File: config.mk
export PLATFORM = sky130hd
export DESIGN_NAME = run_length_counter
export DESIGN_NICKNAME = d
export VERILOG_FILES = /design/src/rtl/Parameterize_JPEGLS.sv /design/src/rtl/run_j_table.sv /design/src/rtl/run_length_counter.sv
export SDC_FILE = /design/constraint.sdc
export NUM_CORES = 1
export LEC_CHECK = 0
export CAP_MARGIN = 20
export CELL_PAD_IN_SITES_DETAIL_PLACEMENT = 1
export CELL_PAD_IN_SITES_GLOBAL_PLACEMENT = 1
export CORE_ASPECT_RATIO = 1.4
export CORE_MARGIN = 1.5
export CORE_UTILIZATION = 36
export CTS_CLUSTER_SIZE = 20
export DETAILED_ROUTE_END_ITERATION = 6
export PLACE_DENSITY = 0.85
export SKIP_LAST_GASP = 1
export SYNTH_ARGS = -nofsm -noshare
export SYNTH_HDL_FRONTEND = slang
export SYNTH_HIERARCHICAL = 1
export SYNTH_SLANG_ARGS = --single-unit
File: constraint.sdc
create_clock -name clk -period 6.48 [get_ports clk]
set_clock_uncertainty 0.2 [all_clocks]
set_input_delay 1.296 -clock clk [delete_from_list [all_inputs] [get_ports clk]]
set_output_delay 1.296 -clock clk [all_outputs]
set_load 0.1 [all_outputs]
File: src/rtl/Parameterize_JPEGLS.sv
// ---------------------------------------------------------------------------
// Parameterize_JPEGLS
// Shared JPEG-LS definitions used by the run-length blocks:
//   - default sample and mode-code widths
//   - mode codes driven on the run-length counter's mode output
//   - run state enumeration
//   - the J[RUNindex] table, as a lookup function
// No ports; imported with "import Parameterize_JPEGLS::*;".
// ---------------------------------------------------------------------------
package Parameterize_JPEGLS;

    localparam int PIXEL_LENGTH    = 8;
    localparam int MODE_LENGTH     = 2;
    localparam int RUN_INDEX_WIDTH = 5;
    localparam int RUN_CNT_WIDTH   = 16;

    localparam logic [RUN_INDEX_WIDTH-1:0] RUN_INDEX_MAX = 5'd31;

    localparam logic [1:0] MODE_REGULAR       = 2'd0;
    localparam logic [1:0] MODE_RUN_CONTINUE  = 2'd1;
    localparam logic [1:0] MODE_RUN_INTERRUPT = 2'd2;
    localparam logic [1:0] MODE_RUN_EOL       = 2'd3;

    typedef enum logic {
        ST_REGULAR = 1'b0,
        ST_RUN     = 1'b1
    } rlcState_t;

    // J[RUNindex]: the run segment at index i is 2^J[i] pixels long.
    function automatic logic [4:0] jTableLookup(input logic [4:0] runIndex);
        logic [4:0] j;
        case (runIndex)
            5'd0,  5'd1,  5'd2,  5'd3:  j = 5'd0;
            5'd4,  5'd5,  5'd6,  5'd7:  j = 5'd1;
            5'd8,  5'd9,  5'd10, 5'd11: j = 5'd2;
            5'd12, 5'd13, 5'd14, 5'd15: j = 5'd3;
            5'd16, 5'd17:               j = 5'd4;
            5'd18, 5'd19:               j = 5'd5;
            5'd20, 5'd21:               j = 5'd6;
            5'd22, 5'd23:               j = 5'd7;
            5'd24:                      j = 5'd8;
            5'd25:                      j = 5'd9;
            5'd26:                      j = 5'd10;
            5'd27:                      j = 5'd11;
            5'd28:                      j = 5'd12;
            5'd29:                      j = 5'd13;
            5'd30:                      j = 5'd14;
            default:                    j = 5'd15;
        endcase
        return j;
    endfunction

endpackage

File: src/rtl/run_j_table.sv
// ---------------------------------------------------------------------------
// run_j_table
// Combinational J[RUNindex] lookup.
// Ports:
//   run_index_i  [4:0]  current run index (0..31)
//   j_o          [4:0]  J value for that index (0..15)
// ---------------------------------------------------------------------------
module run_j_table
    import Parameterize_JPEGLS::*;
(
    input  logic [4:0] run_index_i,
    output logic [4:0] j_o
);

    // Pure table lookup, shared definition lives in the package.
    always_comb begin
        j_o = jTableLookup(run_index_i);
    end

endmodule

File: src/rtl/run_length_counter.sv
// ---------------------------------------------------------------------------
// run_length_counter
// JPEG-LS run-mode decision and run-length counting. One pixel per cycle,
// every output registered one cycle after its pixel, no backpressure.
// Ports:
//   clk, reset          clock and synchronous active-high reset
//   in_valid            pixel/context valid this cycle
//   frame_start         first pixel of an image (restarts run state)
//   eol                 pixel is last of its line
//   x, a, b, c, d       current sample and causal neighbours
//   out_valid           registered in_valid
//   mode                0 regular, 1 run continue, 2 interruption, 3 EOL end
//   x_out, a_out, b_out registered copies of x, a, b
//   run_hit             emit one '1' run bit
//   run_eol_bit         emit the '1' termination bit at end of line
//   run_cnt_out         residual run count at interruption
//   j_out               J[RUNindex] at interruption
// ---------------------------------------------------------------------------
module run_length_counter
    import Parameterize_JPEGLS::*;
#(
    parameter int pixel_length = PIXEL_LENGTH,
    parameter int mode_length  = MODE_LENGTH
) (
    input  logic                    clk,
    input  logic                    reset,
    input  logic                    in_valid,
    input  logic                    frame_start,
    input  logic                    eol,
    input  logic [pixel_length-1:0] x,
    input  logic [pixel_length-1:0] a,
    input  logic [pixel_length-1:0] b,
    input  logic [pixel_length-1:0] c,
    input  logic [pixel_length-1:0] d,
    output logic                    out_valid,
    output logic [mode_length-1:0]  mode,
    output logic [pixel_length-1:0] x_out,
    output logic [pixel_length-1:0] a_out,
    output logic [pixel_length-1:0] b_out,
    output logic                    run_hit,
    output logic                    run_eol_bit,
    output logic [15:0]             run_cnt_out,
    output logic [4:0]              j_out
);

    rlcState_t   stateQ, stateD, stateEff;
    logic [4:0]  runIndexQ, runIndexD, runIndexEff;
    logic [15:0] runCntQ, runCntD, runCntEff;

    logic [4:0]  jVal;
    logic [15:0] cntInc;
    logic [15:0] segmentLen;
    logic [15:0] cntAfterRun;
    logic [4:0]  indexAfterRun;
    logic        segmentDone;
    logic        contextFlat;
    logic        runProc;

    logic                   outValidQ;
    logic [mode_length-1:0] modeQ, modeD;
    logic                   runHitQ, runHitD;
    logic                   runEolBitQ, runEolBitD;
    logic [15:0]            runCntOutQ, runCntOutD;
    logic [4:0]             jOutQ, jOutD;
    logic [pixel_length-1:0] xOutQ, aOutQ, bOutQ;

    // A frame_start pixel is evaluated as if the run state had just been
    // cleared, so the restart applies to that same pixel.
    always_comb begin
        stateEff    = frame_start ? ST_REGULAR : stateQ;
        runIndexEff = frame_start ? 5'd0 : runIndexQ;
        runCntEff   = frame_start ? 16'd0 : runCntQ;
    end

    run_j_table uJTable (
        .run_index_i (runIndexEff),
        .j_o         (jVal)
    );

    // Run segment arithmetic. J tops out at 15, so the count peaks at
    // 2^15 - 1 before the segment closes and the 16-bit counter never wraps.
    always_comb begin
        contextFlat   = (d == b) && (b == c) && (c == a);
        runProc       = (stateEff == ST_RUN) || contextFlat;
        cntInc        = runCntEff + 16'd1;
        segmentLen    = 16'd1 << jVal;
        segmentDone   = (cntInc == segmentLen);
        cntAfterRun   = segmentDone ? 16'd0 : cntInc;
        indexAfterRun = (segmentDone && (runIndexEff != RUN_INDEX_MAX))
                        ? runIndexEff + 5'd1 : runIndexEff;
    end

    // Next-state and next-output decision for one pixel. Without a valid
    // pixel everything holds and the flag outputs fall back to zero.
    always_comb begin
        stateD     = stateQ;
        runIndexD  = runIndexQ;
        runCntD    = runCntQ;
        modeD      = mode_length'(MODE_REGULAR);
        runHitD    = 1'b0;
        runEolBitD = 1'b0;
        runCntOutD = 16'd0;
        jOutD      = 5'd0;
        if (in_valid) begin
            stateD    = stateEff;
            runIndexD = runIndexEff;
            runCntD   = runCntEff;
            if (!runProc) begin
                stateD = ST_REGULAR;
            end else if (x == a) begin
                runHitD   = segmentDone;
                runIndexD = indexAfterRun;
                if (eol) begin
                    // End of line closes the run; a partial segment still
                    // pending is flagged with the termination bit.
                    modeD      = mode_length'(MODE_RUN_EOL);
                    runEolBitD = (cntAfterRun != 16'd0);
                    runCntD    = 16'd0;
                    stateD     = ST_REGULAR;
                end else begin
                    modeD   = mode_length'(MODE_RUN_CONTINUE);
                    runCntD = cntAfterRun;
                    stateD  = ST_RUN;
                end
            end else begin
                modeD      = mode_length'(MODE_RUN_INTERRUPT);
                runCntOutD = runCntEff;
                jOutD      = jVal;
                runIndexD  = (runIndexEff == 5'd0) ? 5'd0 : runIndexEff - 5'd1;
                runCntD    = 16'd0;
                stateD     = ST_REGULAR;
            end
        end
    end

    // State and registered outputs; reset wins over any valid pixel.
    always_ff @(posedge clk) begin
        if (reset) begin
            stateQ     <= ST_REGULAR;
            runIndexQ  <= 5'd0;
            runCntQ    <= 16'd0;
            outValidQ  <= 1'b0;
            modeQ      <= '0;
            runHitQ    <= 1'b0;
            runEolBitQ <= 1'b0;
            runCntOutQ <= 16'd0;
            jOutQ      <= 5'd0;
            xOutQ      <= '0;
            aOutQ      <= '0;
            bOutQ      <= '0;
        end else begin
            stateQ     <= stateD;
            runIndexQ  <= runIndexD;
            runCntQ    <= runCntD;
            outValidQ  <= in_valid;
            modeQ      <= modeD;
            runHitQ    <= runHitD;
            runEolBitQ <= runEolBitD;
            runCntOutQ <= runCntOutD;
            jOutQ      <= jOutD;
            xOutQ      <= x;
            aOutQ      <= a;
            bOutQ      <= b;
        end
    end

    assign out_valid   = outValidQ;
    assign mode        = modeQ;
    assign run_hit     = runHitQ;
    assign run_eol_bit = runEolBitQ;
    assign run_cnt_out = runCntOutQ;
    assign j_out       = jOutQ;
    assign x_out       = xOutQ;
    assign a_out       = aOutQ;
    assign b_out       = bOutQ;

endmodule

==> impl_metrics.json <==
{
  "setup_tns_ps": 0,
  "vias": 3904,
  "synth_top_family_by_area": "simple AND/OR/NAND/NOR gates",
  "grt-ovfl-total": 0,
  "drtPass1Iterations": 4,
  "start_kind": "primary input",
  "synth_ff_type": "dfxtp_1",
  "die_x_um": 90.9,
  "reg2regPathDepth": 12,
  "core_area_mm2": 0.0105,
  "rr_endpoint": "runIndexQ[3]",
  "slowest_delay_ps": 850,
  "netlist_top_cells_area": "dfxtp_1, nor2b_1, nor2_1",
  "timing.critical_path.mode_cell": "nor2b_1",
  "grt_pass1_wl_mm": 21.0,
  "yosys.area.top_type": "dfxtp_1",
  "power.static_leakage_uw": 0.00189,
  "r2r_setup_slack_ps": 2050,
  "postCtsResizedCells": 0,
  "clkSinkCount": 72,
  "wl_per_cell_um": 18.3,
  "port_buffers": 94,
  "drt_iter0_markers": 171,
  "cts_made_buffers": 9,
  "ys_warn_count": 6,
  "synth_top_area_share_pct": 37.1,
  "synth_edf_count": 0,
  "synth_compound_area_share_pct": 15.1,
  "num_antenna_cells": 0,
  "ys_ff_latch": 72,
  "cts_buffer_depth": 2,
  "chipHeight_um": 126,
  "antenna_found_initial": 0,
  "avgSynthCellArea_um2": 8.24,
  "finalWirelength_mm": 12.8,
  "hp-class": "register to register",
  "ctsHoldBuffers": 0,
  "grt_start_max_net_pins": 59,
  "outcome": "finished clean",
  "rsz0062_at_grt": "no",
  "cts-htree-levels": 3,
  "cts-root-buf": "clkbuf_16",
  "drv_cap": 0,
  "tightest_slew_ps": 1040,
  "timing.critical_path.buf_inv": 1,
  "synth.area.mux_share_pct": 2.67,
  "die_area_mm2": 0.0114,
  "synth.most_common_cell": "dfxtp_1",
  "grt_usage_pct": 23.2,
  "yosysSeqAreaShare_pct": 37.1,
  "ios": 95,
  "finalHoldViolations": 0,
  "area_growth_pct": 34.8,
  "cp_cell_sequence": "clkdlybuf4s50_1, nor2b_1, mux2i_1, a21oi_1, nor2b_1, and3_1, nor3_1, o31a_1, a221oi_2, and4_4, and3b_1, a21oi_2, a311o_1",
  "drc": 0,
  "grt_pass1_vias": 4222,
  "start_util_pct": 37.2,
  "dp_slack_ps": 447,
  "postCtsSetupRepairBufs": 0,
  "crit_path_end_kind": "register",
  "rows": 44,
  "synth_xor_area_share_pct": 5.85,
  "finalCritPeriodShare_pct": 88.8,
  "dp_hpwl_mm": 9.83,
  "cts_tree": "yes",
  "worst_slack_ps": 723,
  "max-slew-margin-rel_pct": 30.7,
  "arrival_ps": 5780,
  "netlist_instances": 472,
  "fmax_mhz": 174,
  "critPathSlowestCell": "a21oi_1",
  "via_per_inst": 5.59,
  "synthSimpleGateAreaFrac_pct": 33.2,
  "syn-num-nets": 521,
  "clk_pin_slew_ps": 60,
  "crit_required_ps": 6500,
  "synthAdderAreaFrac_pct": 1.29,
  "synthDistinctLibCells": 67,
  "synthTopCellsByCount": "dfxtp_1, nor2_1, nor2b_1",
  "p_per_area_mw_per_mm2": 217,
  "cp-endpoint": "runIndexQ[3]",
  "rr_startpoint": "runIndexQ[3]",
  "drive_above_1_share_pct": 8.20,
  "ir_drop_v": 0.000129,
  "crit_type": "primary input to register",
  "synth_area_mm2": 0.00389,
  "critPathLaunch": "frame_start",
  "async_flop_share_pct": 0,
  "critical_path_depth": 13,
  "clock_latency_ps": 340,
  "gp_congestion": 0.926,
  "crit_path_max_fanout": 14,
  "antenna_left": 0,
  "min_period_ps": 5760,
  "path_delay_family": "simple AND/OR/NAND/NOR gates",
  "nets": 605,
  "setup_violations": 0,
  "slew_violations": 0
}
==> layer usage <==
layer  track usage, %  up-vias  wire length (µm)
li1                 -     1844                 -
met1             23.0     1862              4590
met2             42.5      152              6720
met3             6.22       46               791
met4             14.2        0               708
met5                0        -                 0
==> cells in the final DEF, fill, tap and decap left out, types with 3 or more instances in the layout <==
cell	instances
o31ai_1	3
ha_1	4
nor2_1	47
dfxtp_1	72
o211ai_1	7
nand4_1	7
a21oi_1	25
nand3_1	15
clkbuf_16	9
nor3_1	16
inv_1	12
mux2_2	3
o22ai_1	5
a211oi_1	3
clkdlybuf4s50_1	93
and2_1	8
a22oi_1	12
or2_2	5
nor4_1	10
xnor2_1	12
nand2_1	29
nand2b_1	9
and3_1	12
xor2_1	14
a31oi_1	3
or4_1	5
mux2i_1	7
clkinv_4	3
buf_4	7
or3_1	12
nor2b_1	38
o21ai_0	8
==> logic make-up after synthesis <==
logic type      after synthesis
fa+ha+maj                     4
simple gates                233
xor+xnor                     26
buf+inv                      40
compound gates               86
other cells                   1
mux                          10
flops                        72
==> registers in the layout (all words and copies together) (netlist names) <==
register / cells
j_out: 5
runCntQ: 16
runIndexQ: 5
run_hit: 1
a_out: 8
x_out: 8
mode: 2
out_valid: 1
run_cnt_out: 16
stateQ: 1
b_out: 8
run_eol_bit: 1
==> worst min-delay path by stage <==
stage / startpoint / to / slack, ps / cells past startpoint
3_3_place_gp: runCntQ[14] / runCntQ[14] / 300 / 2
6_report: runCntQ[14] / runCntQ[14] / 340 / 2
5_1_grt: runCntQ[14] / runCntQ[14] / 380 / 2
2_1_floorplan: stateQ / stateQ / 260 / 2
3_5_place_dp: runCntQ[14] / runCntQ[14] / 320 / 2
4_1_cts: runCntQ[14] / runCntQ[14] / 330 / 2
==> worst register-to-register path, cell delays in order (launching register included) <==
cell,delay [ps]
dfxtp_1,380
nor2b_1,500
mux2i_1,170
a21oi_1,850
nor2b_1,370
and3_1,210
nor3_1,50
o31a_1,300
a221oi_2,170
and4_4,290
and3b_1,400
a21oi_2,100
a311o_1,320
==> layout make-up <==
class | instances | area, µm²
fill | 1235 | 5220
sequential | 72 | 1440
clock buffer | 10 | 229
timing repair buffer | 101 | 988
tap | 138 | 173
clock inverter | 6 | 93.8
inverter | 12 | 45.0
multi-input combinational | 360 | 2270
==> through the flow <==
step                cells  util, %  area [µm²]  power (µW)  hold WS [ps]
floorplan             472        -        3890         557           258
global placement      683     47.1        4920         612           299
detailed placement    683     47.1        4920         615           316
CTS                   699     50.1        5250        1150           334
global route          699     50.1        5250        1180           375
finish                699     50.1        5250        1140           336
==> where the power goes <==
group	switching, µW	internal [µW]	total [µW]
Sequential	2.02	451	453
Clock	194	339	532
Combinational	101	51.7	153
(Power assumes the default switching activity.)
